### src/rtl/placement_wirelength_eval_if.sv
// ---------------------------------------------------------------------------
// placement_wirelength_eval_if
// Read-port bundle that the wirelength evaluator shares with the placement
// engine: the edge-list ROM read port and the node-position RAM read port.
// Both memories return data one cycle after the read strobe.
//   edge_re / edge_addr   : edge ROM read strobe and edge index
//   edge_a / edge_b       : node pair of the addressed edge
//   pos_re / pos_addr     : position RAM read strobe and node index
//   pos_x / pos_y         : cell coordinates of the addressed node
// Modports: master = evaluator side, slave = memory side.
// ---------------------------------------------------------------------------
interface placement_wirelength_eval_if #(
    parameter int COORD_W = 8,
    parameter int NODE_W  = 7,
    parameter int EDGE_AW = 7
);
    logic                edge_re;
    logic [EDGE_AW-1:0]  edge_addr;
    logic [NODE_W-1:0]   edge_a;
    logic [NODE_W-1:0]   edge_b;
    logic                pos_re;
    logic [NODE_W-1:0]   pos_addr;
    logic [COORD_W-1:0]  pos_x;
    logic [COORD_W-1:0]  pos_y;

    modport master (
        output edge_re, edge_addr, pos_re, pos_addr,
        input  edge_a, edge_b, pos_x, pos_y
    );

    modport slave (
        input  edge_re, edge_addr, pos_re, pos_addr,
        output edge_a, edge_b, pos_x, pos_y
    );
endinterface

### src/rtl/placement_wirelength_eval.sv
// ---------------------------------------------------------------------------
// placement_wirelength_eval
// Walks an edge list of n_edges node pairs, fetches both node positions and
// accumulates Manhattan routing cost (dx+dy-1), 1-hop cost
// (ceil(dx/2)+ceil(dy/2)-1), the longest edge (dx+dy) and the number of edges
// skipped because a node is unplaced (all-ones coordinate) or off-grid.
// Five cycles per edge: S_EDGE, S_PA, S_PB, S_DIFF, S_ACC.
//
// Optional build macro: PLACE_EVAL_TORUS_EN
//   defined   -> wrap-around distances dx=min(dx,GRID_W-dx), dy=min(dy,GRID_H-dy)
//   undefined -> plain Manhattan distance
//
// Ports
//   clk            clock, rising edge
//   reset_n        asynchronous active-low reset
//   start_i        begin evaluation (sampled only in IDLE)
//   n_edges_i      number of edges, latched on start
//   mem            edge ROM / position RAM read ports (master modport)
//   busy_o         high from first S_EDGE through DONE
//   done_o         one-cycle pulse; results valid from then until next start
//   sum_o          signed sum of (dx+dy-1), wraps modulo 2^SUM_W
//   sum_1hop_o     signed sum of (ceil(dx/2)+ceil(dy/2)-1)
//   max_len_o      max dx+dy over evaluated edges
//   unplaced_cnt_o number of skipped edges
// ---------------------------------------------------------------------------
module placement_wirelength_eval #(
    parameter int GRID_W  = 6,
    parameter int GRID_H  = 6,
    parameter int COORD_W = 8,
    parameter int NODE_W  = 7,
    parameter int EDGE_AW = 7,
    parameter int SUM_W   = 32
) (
    input  logic                         clk,
    input  logic                         reset_n,
    input  logic                         start_i,
    input  logic [EDGE_AW:0]             n_edges_i,
    placement_wirelength_eval_if.master  mem,
    output logic                         busy_o,
    output logic                         done_o,
    output logic [SUM_W-1:0]             sum_o,
    output logic [SUM_W-1:0]             sum_1hop_o,
    output logic [COORD_W:0]             max_len_o,
    output logic [EDGE_AW:0]             unplaced_cnt_o
);
    typedef enum logic [2:0] {
        IDLE, S_EDGE, S_PA, S_PB, S_DIFF, S_ACC, DONE
    } state_t;

    localparam logic [COORD_W-1:0] ALL_ONES = '1;
    localparam logic [COORD_W-1:0] GW       = COORD_W'(GRID_W);
    localparam logic [COORD_W-1:0] GH       = COORD_W'(GRID_H);

    state_t              state_q;
    logic [EDGE_AW:0]    n_q;
    logic [EDGE_AW:0]    i_q;
    logic [NODE_W-1:0]   b_q;
    logic [COORD_W-1:0]  xa_q, ya_q;
    logic [COORD_W-1:0]  dx_q, dy_q;
    logic                invalid_q;
    logic                edge_re_q, pos_re_q, busy_q, done_q;
    logic [SUM_W-1:0]    sum_q, hop_q;
    logic [COORD_W:0]    max_q;
    logic [EDGE_AW:0]    unp_q;

    // Node b coordinates are consumed straight from the RAM output in S_DIFF
    // and only the resulting distances are registered.
    logic [COORD_W-1:0]  dx_d, dy_d;
    logic                invalid_d;

    always_comb begin
        dx_d = (xa_q >= mem.pos_x) ? (xa_q - mem.pos_x) : (mem.pos_x - xa_q);
        dy_d = (ya_q >= mem.pos_y) ? (ya_q - mem.pos_y) : (mem.pos_y - ya_q);
`ifdef PLACE_EVAL_TORUS_EN
        // Only meaningful for on-grid nodes; invalid edges are discarded anyway.
        if ((GW - dx_d) < dx_d) dx_d = GW - dx_d;
        if ((GH - dy_d) < dy_d) dy_d = GH - dy_d;
`endif
        invalid_d = (xa_q == ALL_ONES) || (ya_q == ALL_ONES) ||
                    (mem.pos_x == ALL_ONES) || (mem.pos_y == ALL_ONES) ||
                    (xa_q >= GW) || (mem.pos_x >= GW) ||
                    (ya_q >= GH) || (mem.pos_y >= GH);
    end

    logic [COORD_W:0]  len_w, hx_w, hy_w;
    logic [SUM_W-1:0]  sum_inc, hop_inc;

    always_comb begin
        len_w   = {1'b0, dx_q} + {1'b0, dy_q};
        hx_w    = ({1'b0, dx_q} + (COORD_W+1)'(1)) >> 1;
        hy_w    = ({1'b0, dy_q} + (COORD_W+1)'(1)) >> 1;
        sum_inc = SUM_W'(len_w) - SUM_W'(1);
        hop_inc = SUM_W'(hx_w) + SUM_W'(hy_w) - SUM_W'(1);
    end

    always_ff @(posedge clk or negedge reset_n) begin
        if (!reset_n) begin
            state_q   <= IDLE;
            n_q       <= '0;
            i_q       <= '0;
            b_q       <= '0;
            xa_q      <= '0;
            ya_q      <= '0;
            dx_q      <= '0;
            dy_q      <= '0;
            invalid_q <= 1'b0;
            edge_re_q <= 1'b0;
            pos_re_q  <= 1'b0;
            busy_q    <= 1'b0;
            done_q    <= 1'b0;
            sum_q     <= '0;
            hop_q     <= '0;
            max_q     <= '0;
            unp_q     <= '0;
        end else begin
            done_q    <= 1'b0;
            edge_re_q <= 1'b0;
            pos_re_q  <= 1'b0;
            case (state_q)
                IDLE: begin
                    if (start_i) begin
                        n_q    <= n_edges_i;
                        i_q    <= '0;
                        sum_q  <= '0;
                        hop_q  <= '0;
                        max_q  <= '0;
                        unp_q  <= '0;
                        busy_q <= 1'b1;
                        if (n_edges_i == '0) begin
                            state_q <= DONE;
                            done_q  <= 1'b1;
                        end else begin
                            state_q   <= S_EDGE;
                            edge_re_q <= 1'b1;
                        end
                    end
                end
                S_EDGE: begin
                    state_q  <= S_PA;
                    pos_re_q <= 1'b1;
                end
                S_PA: begin
                    b_q      <= mem.edge_b;
                    state_q  <= S_PB;
                    pos_re_q <= 1'b1;
                end
                S_PB: begin
                    xa_q    <= mem.pos_x;
                    ya_q    <= mem.pos_y;
                    state_q <= S_DIFF;
                end
                S_DIFF: begin
                    dx_q      <= dx_d;
                    dy_q      <= dy_d;
                    invalid_q <= invalid_d;
                    state_q   <= S_ACC;
                end
                S_ACC: begin
                    if (invalid_q) begin
                        unp_q <= unp_q + 1'b1;
                    end else begin
                        sum_q <= sum_q + sum_inc;
                        hop_q <= hop_q + hop_inc;
                        if (len_w > max_q) max_q <= len_w;
                    end
                    i_q <= i_q + 1'b1;
                    if ((i_q + 1'b1) == n_q) begin
                        state_q <= DONE;
                        done_q  <= 1'b1;
                    end else begin
                        state_q   <= S_EDGE;
                        edge_re_q <= 1'b1;
                    end
                end
                DONE: begin
                    busy_q  <= 1'b0;
                    state_q <= IDLE;
                end
                default: state_q <= IDLE;
            endcase
        end
    end

    // The first position read must use node a straight off the edge ROM,
    // since it only becomes valid during S_PA.
    assign mem.edge_re   = edge_re_q;
    assign mem.edge_addr = i_q[EDGE_AW-1:0];
    assign mem.pos_re    = pos_re_q;
    assign mem.pos_addr  = (state_q == S_PA) ? mem.edge_a : b_q;

    assign busy_o         = busy_q;
    assign done_o         = done_q;
    assign sum_o          = sum_q;
    assign sum_1hop_o     = hop_q;
    assign max_len_o      = max_q;
    assign unplaced_cnt_o = unp_q;
endmodule

### src/flat_wrapper.sv
// flat-port wrapper written by rule: the top's interface ports become plain ports
module placement_wirelength_eval_flat 
#(
    parameter int GRID_W  = 6,
    parameter int GRID_H  = 6,
    parameter int COORD_W = 8,
    parameter int NODE_W  = 7,
    parameter int EDGE_AW = 7,
    parameter int SUM_W   = 32
)
  (clk, reset_n, start_i, n_edges_i, busy_o, done_o, sum_o, sum_1hop_o, max_len_o, unplaced_cnt_o, mem_edge_re, mem_edge_addr, mem_pos_re, mem_pos_addr, mem_edge_a, mem_edge_b, mem_pos_x, mem_pos_y);
  placement_wirelength_eval_if #(.COORD_W(COORD_W), .NODE_W(NODE_W), .EDGE_AW(EDGE_AW)) mem_i ();
  input  logic clk;
  input  logic reset_n;
  input  logic start_i;
  input  logic [EDGE_AW:0] n_edges_i;
  output logic busy_o;
  output logic done_o;
  output logic [SUM_W-1:0] sum_o;
  output logic [SUM_W-1:0] sum_1hop_o;
  output logic [COORD_W:0] max_len_o;
  output logic [EDGE_AW:0] unplaced_cnt_o;
  output wire logic [$bits(mem_i.edge_re)-1:0] mem_edge_re;
  output wire logic [$bits(mem_i.edge_addr)-1:0] mem_edge_addr;
  output wire logic [$bits(mem_i.pos_re)-1:0] mem_pos_re;
  output wire logic [$bits(mem_i.pos_addr)-1:0] mem_pos_addr;
  input wire logic [$bits(mem_i.edge_a)-1:0] mem_edge_a;
  input wire logic [$bits(mem_i.edge_b)-1:0] mem_edge_b;
  input wire logic [$bits(mem_i.pos_x)-1:0] mem_pos_x;
  input wire logic [$bits(mem_i.pos_y)-1:0] mem_pos_y;
  assign mem_edge_re = mem_i.edge_re;
  assign mem_edge_addr = mem_i.edge_addr;
  assign mem_pos_re = mem_i.pos_re;
  assign mem_pos_addr = mem_i.pos_addr;
  assign mem_i.edge_a = mem_edge_a;
  assign mem_i.edge_b = mem_edge_b;
  assign mem_i.pos_x = mem_pos_x;
  assign mem_i.pos_y = mem_pos_y;
  placement_wirelength_eval #(.GRID_W(GRID_W), .GRID_H(GRID_H), .COORD_W(COORD_W), .NODE_W(NODE_W), .EDGE_AW(EDGE_AW), .SUM_W(SUM_W)) u_core (.clk(clk), .reset_n(reset_n), .start_i(start_i), .n_edges_i(n_edges_i), .mem(mem_i), .busy_o(busy_o), .done_o(done_o), .sum_o(sum_o), .sum_1hop_o(sum_1hop_o), .max_len_o(max_len_o), .unplaced_cnt_o(unplaced_cnt_o));
endmodule
### config.mk
export PLATFORM = sky130hd
export DESIGN_NAME = placement_wirelength_eval_flat
export DESIGN_NICKNAME = d
export VERILOG_FILES = /design/src/rtl/placement_wirelength_eval_if.sv /design/src/rtl/placement_wirelength_eval.sv /design/src/flat_wrapper.sv
export SDC_FILE = /design/constraint.sdc
export NUM_CORES = 1
export LEC_CHECK = 0
export ABC_AREA = 1
export BUFFER_PORTS_ARGS = -buffer_cell sky130_fd_sc_hd__buf_2
export CAP_MARGIN = 20
export CELL_PAD_IN_SITES_DETAIL_PLACEMENT = 0
export CELL_PAD_IN_SITES_GLOBAL_PLACEMENT = 2
export CORE_AREA = 2 2 194 196
export CTS_CLUSTER_SIZE = 40
export DETAILED_ROUTE_END_ITERATION = 7
export DIE_AREA = 0 0 196 198
export PLACE_DENSITY = 0.92
export SYNTH_ARGS = -nofsm -noshare
export SYNTH_HDL_FRONTEND = slang
export SYNTH_SLANG_ARGS = --single-unit
### constraint.sdc
create_clock -name clk -period 5.3 [get_ports clk]
set_clock_uncertainty 0.1 [all_clocks]
set_input_delay 0.795 -clock clk [delete_from_list [all_inputs] [get_ports clk]]
set_output_delay 0.795 -clock clk [all_outputs]
set_load 0.02 [all_outputs]
==> impl_metrics.ini, run 1 <==
[place]
place.gp.congestion = 0.883
post-dp-hpwl_um = 27200
port-buffer-count = 139

[global_routing]
largest_net_degree_at_the_start_of_global_routing = 145
grt_use_total = 0.187
globalRoute.totalOverflow = 0
vias_in_the_first_global_route = 11600
grt_pass1_wl_um = 58600
antenna_found_initial = 0

[clocking]
cts-hold-fix-buffers = 0
numClockSinks = 144
cts_buffer_depth = 2
htree_num_levels = 4
clk_pin_slew_ns = 0.07
cts_setup_buffers = 0
insertion_delay_ns = 0.45
cts_resized = 0
tritoncts_clock_tree = done
clock_tree.root_cell = sky130_fd_sc_hd__clkbuf_16
cts_made_buffers = 17

[timing]
holdWs_ns = 0.361
maxClockFrequency_mhz = 220
worst_pin_slew_ns = 0.825
rsz0062_at_grt = no
period_minus_slack_ns = 4.55
hold_viol_final = 0
min_period_over_period = 0.858
fin_tns_setup_ns = 0
report.final.setup_viol = 0
timing.max_slew.rel_slack = 0.450
slew_limit_fails = 0

[critical_path]
crit_fanout = 16
critical_path_arrival_ns = 4.79
endpoint_kind = flip-flop
worstPathRequired_ns = 5.55
worstSetupStartpointType = flip-flop
crit_top_cell = sky130_fd_sc_hd__nand2_1
cp_cell_sequence = ha_1 -> fa_1 -> or2_1 -> nand2_2 -> inv_2 -> nor3_4 -> nand3_2 -> nor2_2 -> nand3_2 -> inv_1 -> ha_1 -> a21oi_1 -> nor2_1 -> nor2_1 -> o21ai_0 -> nand2_1 -> nand2_1 -> a21oi_1 -> nand3_1 -> nand3_1 -> nand2_1
worstPathBufferInverterCount = 2
worst_path_max_delay_cell = sky130_fd_sc_hd__inv_1
delay_contributed_by_the_slowest_stage_of_the_critical_path_ns = 0.51
criticalPathCategory = reg2reg
worst_path_dominant_cell_family = simple AND/OR/NAND/NOR gates

[pwr]
static-leakage-power_nw = 7.61
power.density_cell_area_nw_per_um2 = 688
worst_ir_drop_vdd_mv = 0.394

[floorplanning]
chipHeight_um = 198
num_rows = 71
start_util = 0.333
total_die_area_um2 = 38800
io-pin-count = 140
dieWidth_um = 196
core-area_um2 = 37000

[hold_path]
holdCritPathClass = in2async

[run_status]
status = completed

[synth]
yosys.cell_types.count = 48
synthCells = 1760
synth-warning-count = 0
synth-main-ff-cell = sky130_fd_sc_hd__dfrtp_1
synth.yosys.seq_area_share = 0.293
synth_edf_count = 0
postSynthNetCount = 1938
postSynthRegisterBits = 144
netlist_area_um2 = 12300
synth_area_per_cell_um2 = 7.00
ys_async_sr_fraction = 1.00

[routing]
iteration_0_drc_count_of_the_detailed_router = 552
vias = 11600
totalWireLength_um = 34800
firstDrtPassIters = 5
remaining_design_rule_violation_count = 0
avgRoutedWirePerCell_um = 14.7
drt.antenna.violating_nets = 0
detail_route.vias_per_cell = 4.90

[finish]
multi_input_comb_area_um2 = 7580
finalNetCount = 2064
drive_gt1_frac = 0.115
area.growth.synth_to_final_pct = 14.5
num-fill-cells = 3984
seq_area_um2 = 3600
n_antenna_cell = 0

[flow_run]
max_cap_violations = 0
==> metrics by stage <==
stage               setup slack [ns]  total power [mW]  std cells  instance area [µm²]  utilization
floorplan                       1.46              6.84       1760                12300            -
global placement               0.829              8.40       2340                13500        0.365
detailed placement             0.803              8.48       2340                13500        0.365
CTS                            0.774              9.80       2372                14100        0.381
global route                   0.354              10.9       2373                14100        0.381
finish                         0.752              9.70       2373                14100        0.381
==> logic make-up after synthesis <==
logic type / synth area share
simple gates: 0.265
compound gates: 0.161
buf+inv: 0.0929
flops: 0.293
fa+ha+maj: 0.144
xor+xnor: 0.0441
==> path summary, 6_finish.rpt <==
| kind | startpoint | endpoint | slack (ns) | depth (start not counted) |
|---|---|---|---|---|
| worst max-delay path | u_core.dy_q[0]$_DFFE_PN0P_ | u_core.sum_o[31]$_DFFE_PN0P_ | 0.75 | 21 |
| worst min-delay path | reset_n | u_core.sum_1hop_o[16]$_DFFE_PN0P_ | 0.36 | 2 |
| worst max register to register | u_core.dy_q[0]$_DFFE_PN0P_ | u_core.sum_o[31]$_DFFE_PN0P_ | 0.75 | 21 |
| worst min register to register | u_core.b_q[5]$_DFFE_PN0P_ | u_core.b_q[5]$_DFFE_PN0P_ | 0.37 | 2 |
| max in group asynchronous | reset_n | u_core.dx_q[6]$_DFFE_PN0P_ | 4.13 | 2 |
| min in group clk | u_core.b_q[5]$_DFFE_PN0P_ | u_core.b_q[5]$_DFFE_PN0P_ | 0.37 | 2 |
==> final cells by class <==
| type | count | area share |
|---|---|---|
| flip-flops and latches | 144 | 0.256 |
| clock buffers | 18 | 0.0312 |
| inverters | 254 | 0.0677 |
| repair buffers | 145 | 0.0544 |
| multi-input cells | 1324 | 0.538 |
| well taps | 474 | 0.0421 |
| clock inverters | 14 | 0.0110 |
==> synthesized netlist by cell type, types with 6 or more instances <==
cell                       instances  share of area
sky130_fd_sc_hd__dfrtp_1         144           0.29
sky130_fd_sc_hd__nand2_2           8         0.0041
sky130_fd_sc_hd__clkbuf_1         15         0.0046
sky130_fd_sc_hd__xor2_1           42          0.030
sky130_fd_sc_hd__o21bai_1          9         0.0055
sky130_fd_sc_hd__xnor2_1          20          0.014
sky130_fd_sc_hd__fa_1              8          0.013
sky130_fd_sc_hd__buf_4             7         0.0043
sky130_fd_sc_hd__a31oi_1          18         0.0091
sky130_fd_sc_hd__nand4_1          21          0.011
sky130_fd_sc_hd__o22ai_1          22          0.011
sky130_fd_sc_hd__buf_2            16         0.0065
sky130_fd_sc_hd__inv_2            10         0.0030
sky130_fd_sc_hd__nor4_1           10         0.0051
sky130_fd_sc_hd__nor2_1          141          0.043
sky130_fd_sc_hd__nor3_1           20         0.0081
sky130_fd_sc_hd__nand2_1         463           0.14
sky130_fd_sc_hd__o221ai_1          6         0.0043
sky130_fd_sc_hd__nand3_1          71          0.029
sky130_fd_sc_hd__nand3b_1          9         0.0055
sky130_fd_sc_hd__a21o_1           16         0.0098
sky130_fd_sc_hd__o21ai_1          10         0.0041
sky130_fd_sc_hd__ha_1            129           0.13
sky130_fd_sc_hd__a21oi_1         127          0.052
sky130_fd_sc_hd__inv_1           243          0.074
sky130_fd_sc_hd__o21ai_0         124          0.050
==> placed cells by master (no fill, tap or decap), types with 4 or more instances in the layout <==
cell and count:
sky130_fd_sc_hd__a21oi_1 127, sky130_fd_sc_hd__inv_2 10, sky130_fd_sc_hd__a21boi_0 4, sky130_fd_sc_hd__nand3_2 5
sky130_fd_sc_hd__o21bai_1 9, sky130_fd_sc_hd__inv_6 4, sky130_fd_sc_hd__clkinvlp_4 5, sky130_fd_sc_hd__o221ai_1 6
sky130_fd_sc_hd__fa_1 8, sky130_fd_sc_hd__nor3_1 19, sky130_fd_sc_hd__xor2_1 42, sky130_fd_sc_hd__a21o_1 16
sky130_fd_sc_hd__nand3b_1 9, sky130_fd_sc_hd__nand4_1 21, sky130_fd_sc_hd__clkbuf_16 17, sky130_fd_sc_hd__xnor2_1 20
sky130_fd_sc_hd__nand2_2 8, sky130_fd_sc_hd__a31oi_1 18, sky130_fd_sc_hd__buf_2 138, sky130_fd_sc_hd__o22ai_1 22
sky130_fd_sc_hd__nand2_1 463, sky130_fd_sc_hd__inv_1 243, sky130_fd_sc_hd__ha_1 129, sky130_fd_sc_hd__nor2_4 6
sky130_fd_sc_hd__o21ai_1 10, sky130_fd_sc_hd__nor2_1 141, sky130_fd_sc_hd__dfrtp_1 144, sky130_fd_sc_hd__buf_4 4
sky130_fd_sc_hd__nand3_1 71, sky130_fd_sc_hd__o211ai_1 4, sky130_fd_sc_hd__o21ai_0 124, sky130_fd_sc_hd__nor4_1 10
==> report_power, final <==
| part | switching [mW] | total, mW | internal (mW) |
|---|---|---|---|
| clock | 0.535 | 1.25 | 0.711 |
| sequential | 0.229 | 1.55 | 1.32 |
| combinational | 4.44 | 6.91 | 2.47 |
==> state kept, by name, summed over array words and instances, names as in the netlist, 3 cells and up <==
| signal | cells |
|---|---|
| u_core.b_q | 7 |
| u_core.dx_q | 8 |
| u_core.dy_q | 8 |
| u_core.i_q | 8 |
| u_core.max_len_o | 9 |
| u_core.n_q | 8 |
| u_core.state_q | 3 |
| u_core.sum_1hop_o | 32 |
| u_core.sum_o | 32 |
| u_core.unplaced_cnt_o | 8 |
| u_core.xa_q | 8 |
| u_core.ya_q | 8 |
==> routing by layer <==
metal	share of wire	wire (µm)	up-vias	GRT usage
met1	0.48	16800	5360	0.245
met3	0.037	1280	30	0.0342
met5	0	0	-	0
li1	-	-	6034	-
met2	0.46	16200	213	0.316
met4	0.016	555	0	0.0499
(Power assumes the default switching activity.)
==> inputs of run 2 (changes only) <==
- CORE_AREA: 2 2 194 196 -> 8 8 200 202
- DIE_AREA: 0 0 196 198 -> 0 0 208 210
==> impl_metrics.ini, run 2 (synthesized netlist as in run 1, its figures left out) <==
[critical_path]
crit_fanout = 19
r2r_cells = 21
critical_path_arrival_ns = 4.80
endpoint_kind = flip-flop
worstPathRequired_ns = 5.57
rr_endpoint = u_core.sum_o[26]$_DFFE_PN0P_
worstSetupStartpointType = flip-flop
r2r-start = u_core.dy_q[0]$_DFFE_PN0P_
setup.reg_to_reg.worst_slack_ns = 0.78
criticalPathCategory = reg2reg

[routing]
detail_route.vias_per_cell = 4.91
iteration_0_drc_count_of_the_detailed_router = 628
avgRoutedWirePerCell_um = 15.1
totalWireLength_um = 35900
vias = 11700
firstDrtPassIters = 5
drt.antenna.violating_nets = 0
remaining_design_rule_violation_count = 0

[timing]
timing.max_slew.rel_slack = 0.501
rsz0062_at_grt = no
slew_limit_fails = 0
min_period_over_period = 0.853
report.final.setup_viol = 0
maxClockFrequency_mhz = 221
hold_viol_final = 0
period_minus_slack_ns = 4.52
worst_pin_slew_ns = 0.748
fin_tns_setup_ns = 0

[finish]
final_cell_count_no_fill = 2374
commonest_non_fill_non_tap_cells_in_the_layout = sky130_fd_sc_hd__nand2_1, sky130_fd_sc_hd__inv_1, sky130_fd_sc_hd__dfrtp_1, sky130_fd_sc_hd__nor2_1, sky130_fd_sc_hd__buf_2
layout_commonest_cell = sky130_fd_sc_hd__nand2_1
area.growth.synth_to_final_pct = 14.8
drive_gt1_frac = 0.116
finalNetCount = 2065
n_antenna_cell = 0

[pwr]
totalPowerFinal_mw = 9.80
static-leakage-power_nw = 7.64
power.density_cell_area_nw_per_um2 = 693
worst_ir_drop_vdd_mv = 0.420

[clocking]
clk_pin_slew_ns = 0.07
cts_buffer_depth = 2
cts-hold-fix-buffers = 0
tritoncts_clock_tree = done
insertion_delay_ns = 0.45
clock_tree.root_cell = sky130_fd_sc_hd__clkbuf_16
numClockSinks = 144
cts_resized = 0
cts_made_buffers = 17
htree_num_levels = 4
cts_setup_buffers = 0

[place]
port-buffer-count = 139
placed_cells_incl_taps = 2341
post-dp-hpwl_um = 28200
place.gp.congestion = 0.887

[flow_run]
max_cap_violations = 0

[floorplanning]
total_die_area_um2 = 43700
num_rows = 71
dieWidth_um = 208
core-area_um2 = 37000
start_util = 0.333
io-pin-count = 140
chipHeight_um = 210

[global_routing]
grt_use_total = 0.165
globalRoute.totalOverflow = 0
grt_pass1_wl_um = 59400
antenna_found_initial = 0
largest_net_degree_at_the_start_of_global_routing = 76
vias_in_the_first_global_route = 11600

[run_status]
status = completed

[hold_path]
holdCritPathClass = in2async
==> run 2: changes by cell type in the layout (fill, tap and decap cells not counted) <==
cell                         change
sky130_fd_sc_hd__clkinv_2        +2
sky130_fd_sc_hd__buf_12          -1
sky130_fd_sc_hd__clkinvlp_4      -4
sky130_fd_sc_hd__bufinv_16       +2
sky130_fd_sc_hd__inv_6           -4
sky130_fd_sc_hd__clkbuf_8        +1
sky130_fd_sc_hd__clkinv_4        +3
sky130_fd_sc_hd__buf_4           +2
==> run 2: worst max-delay path by stage <==
stage                          startpoint                           endpoint  slack [ns]  depth (start not counted)
3_3_place_gp   u_core.dy_q[1]$_DFFE_PN0P_  u_core.sum_1hop_o[29]$_DFFE_PN0P_        0.80                         21
6_report       u_core.dy_q[0]$_DFFE_PN0P_       u_core.sum_o[26]$_DFFE_PN0P_        0.78                         21
4_1_cts        u_core.dy_q[1]$_DFFE_PN0P_  u_core.sum_1hop_o[29]$_DFFE_PN0P_        0.80                         21
5_1_grt        u_core.dy_q[0]$_DFFE_PN0P_       u_core.sum_o[31]$_DFFE_PN0P_        0.24                         21
3_5_place_dp   u_core.dy_q[1]$_DFFE_PN0P_  u_core.sum_1hop_o[29]$_DFFE_PN0P_        0.81                         21
2_1_floorplan  u_core.dy_q[0]$_DFFE_PN0P_       u_core.sum_o[26]$_DFFE_PN0P_        1.46                         21
==> run 2: area by class of cell <==
class | instances | area [µm²]
Clock buffer | 19 | 453
Timing Repair Buffer | 146 | 762
Sequential cell | 144 | 3600
Inverter | 254 | 955
Fill cell | 3970 | 22800
Tap cell | 474 | 593
Multi-Input combinational cell | 1324 | 7580
Clock inverter | 13 | 186
==> run 2: per-stage QoR <==
stage,cell area [µm²],hold WS [ns],worst slack [ns],utilization
global route,14100,0.334,0.239,0.382
detailed placement,13500,0.365,0.806,0.365
finish,14100,0.283,0.778,0.382
CTS,14100,0.310,0.799,0.382
global placement,13500,0.360,0.799,0.365
floorplan,12300,0.337,1.46,-
==> run 2: critical path, cell delays in order (launching register included) <==
cell                       delay, ns
sky130_fd_sc_hd__dfrtp_1        0.42
sky130_fd_sc_hd__ha_1           0.24
sky130_fd_sc_hd__fa_1           0.42
sky130_fd_sc_hd__or2_1          0.26
sky130_fd_sc_hd__nand2_2        0.09
sky130_fd_sc_hd__inv_2          0.06
sky130_fd_sc_hd__nor3_4         0.15
sky130_fd_sc_hd__nand3_2        0.13
sky130_fd_sc_hd__nor2_2         0.21
sky130_fd_sc_hd__nand3_2        0.10
sky130_fd_sc_hd__inv_1          0.55
sky130_fd_sc_hd__ha_1           0.41
sky130_fd_sc_hd__a21oi_1        0.21
sky130_fd_sc_hd__a21boi_1       0.28
sky130_fd_sc_hd__nor2_1         0.06
sky130_fd_sc_hd__nor2_1         0.14
sky130_fd_sc_hd__nand3_1        0.21
sky130_fd_sc_hd__nand2_1        0.11
sky130_fd_sc_hd__nand2_1        0.06
sky130_fd_sc_hd__nand2_1        0.07
sky130_fd_sc_hd__nand2_1        0.05
sky130_fd_sc_hd__o21ai_1        0.13
==> run 2: routing by layer <==
layer	wire length, µm	track usage
met5	0	0
met1	17200	0.208
met4	630	0.0460
met3	1350	0.0359
met2	16700	0.281
==> run 2: report_power, final <==
group	total [mW]	internal [mW]	switching (mW)
Combinational	6.91	2.48	4.44
Sequential	1.55	1.32	0.231
Clock	1.33	0.813	0.521
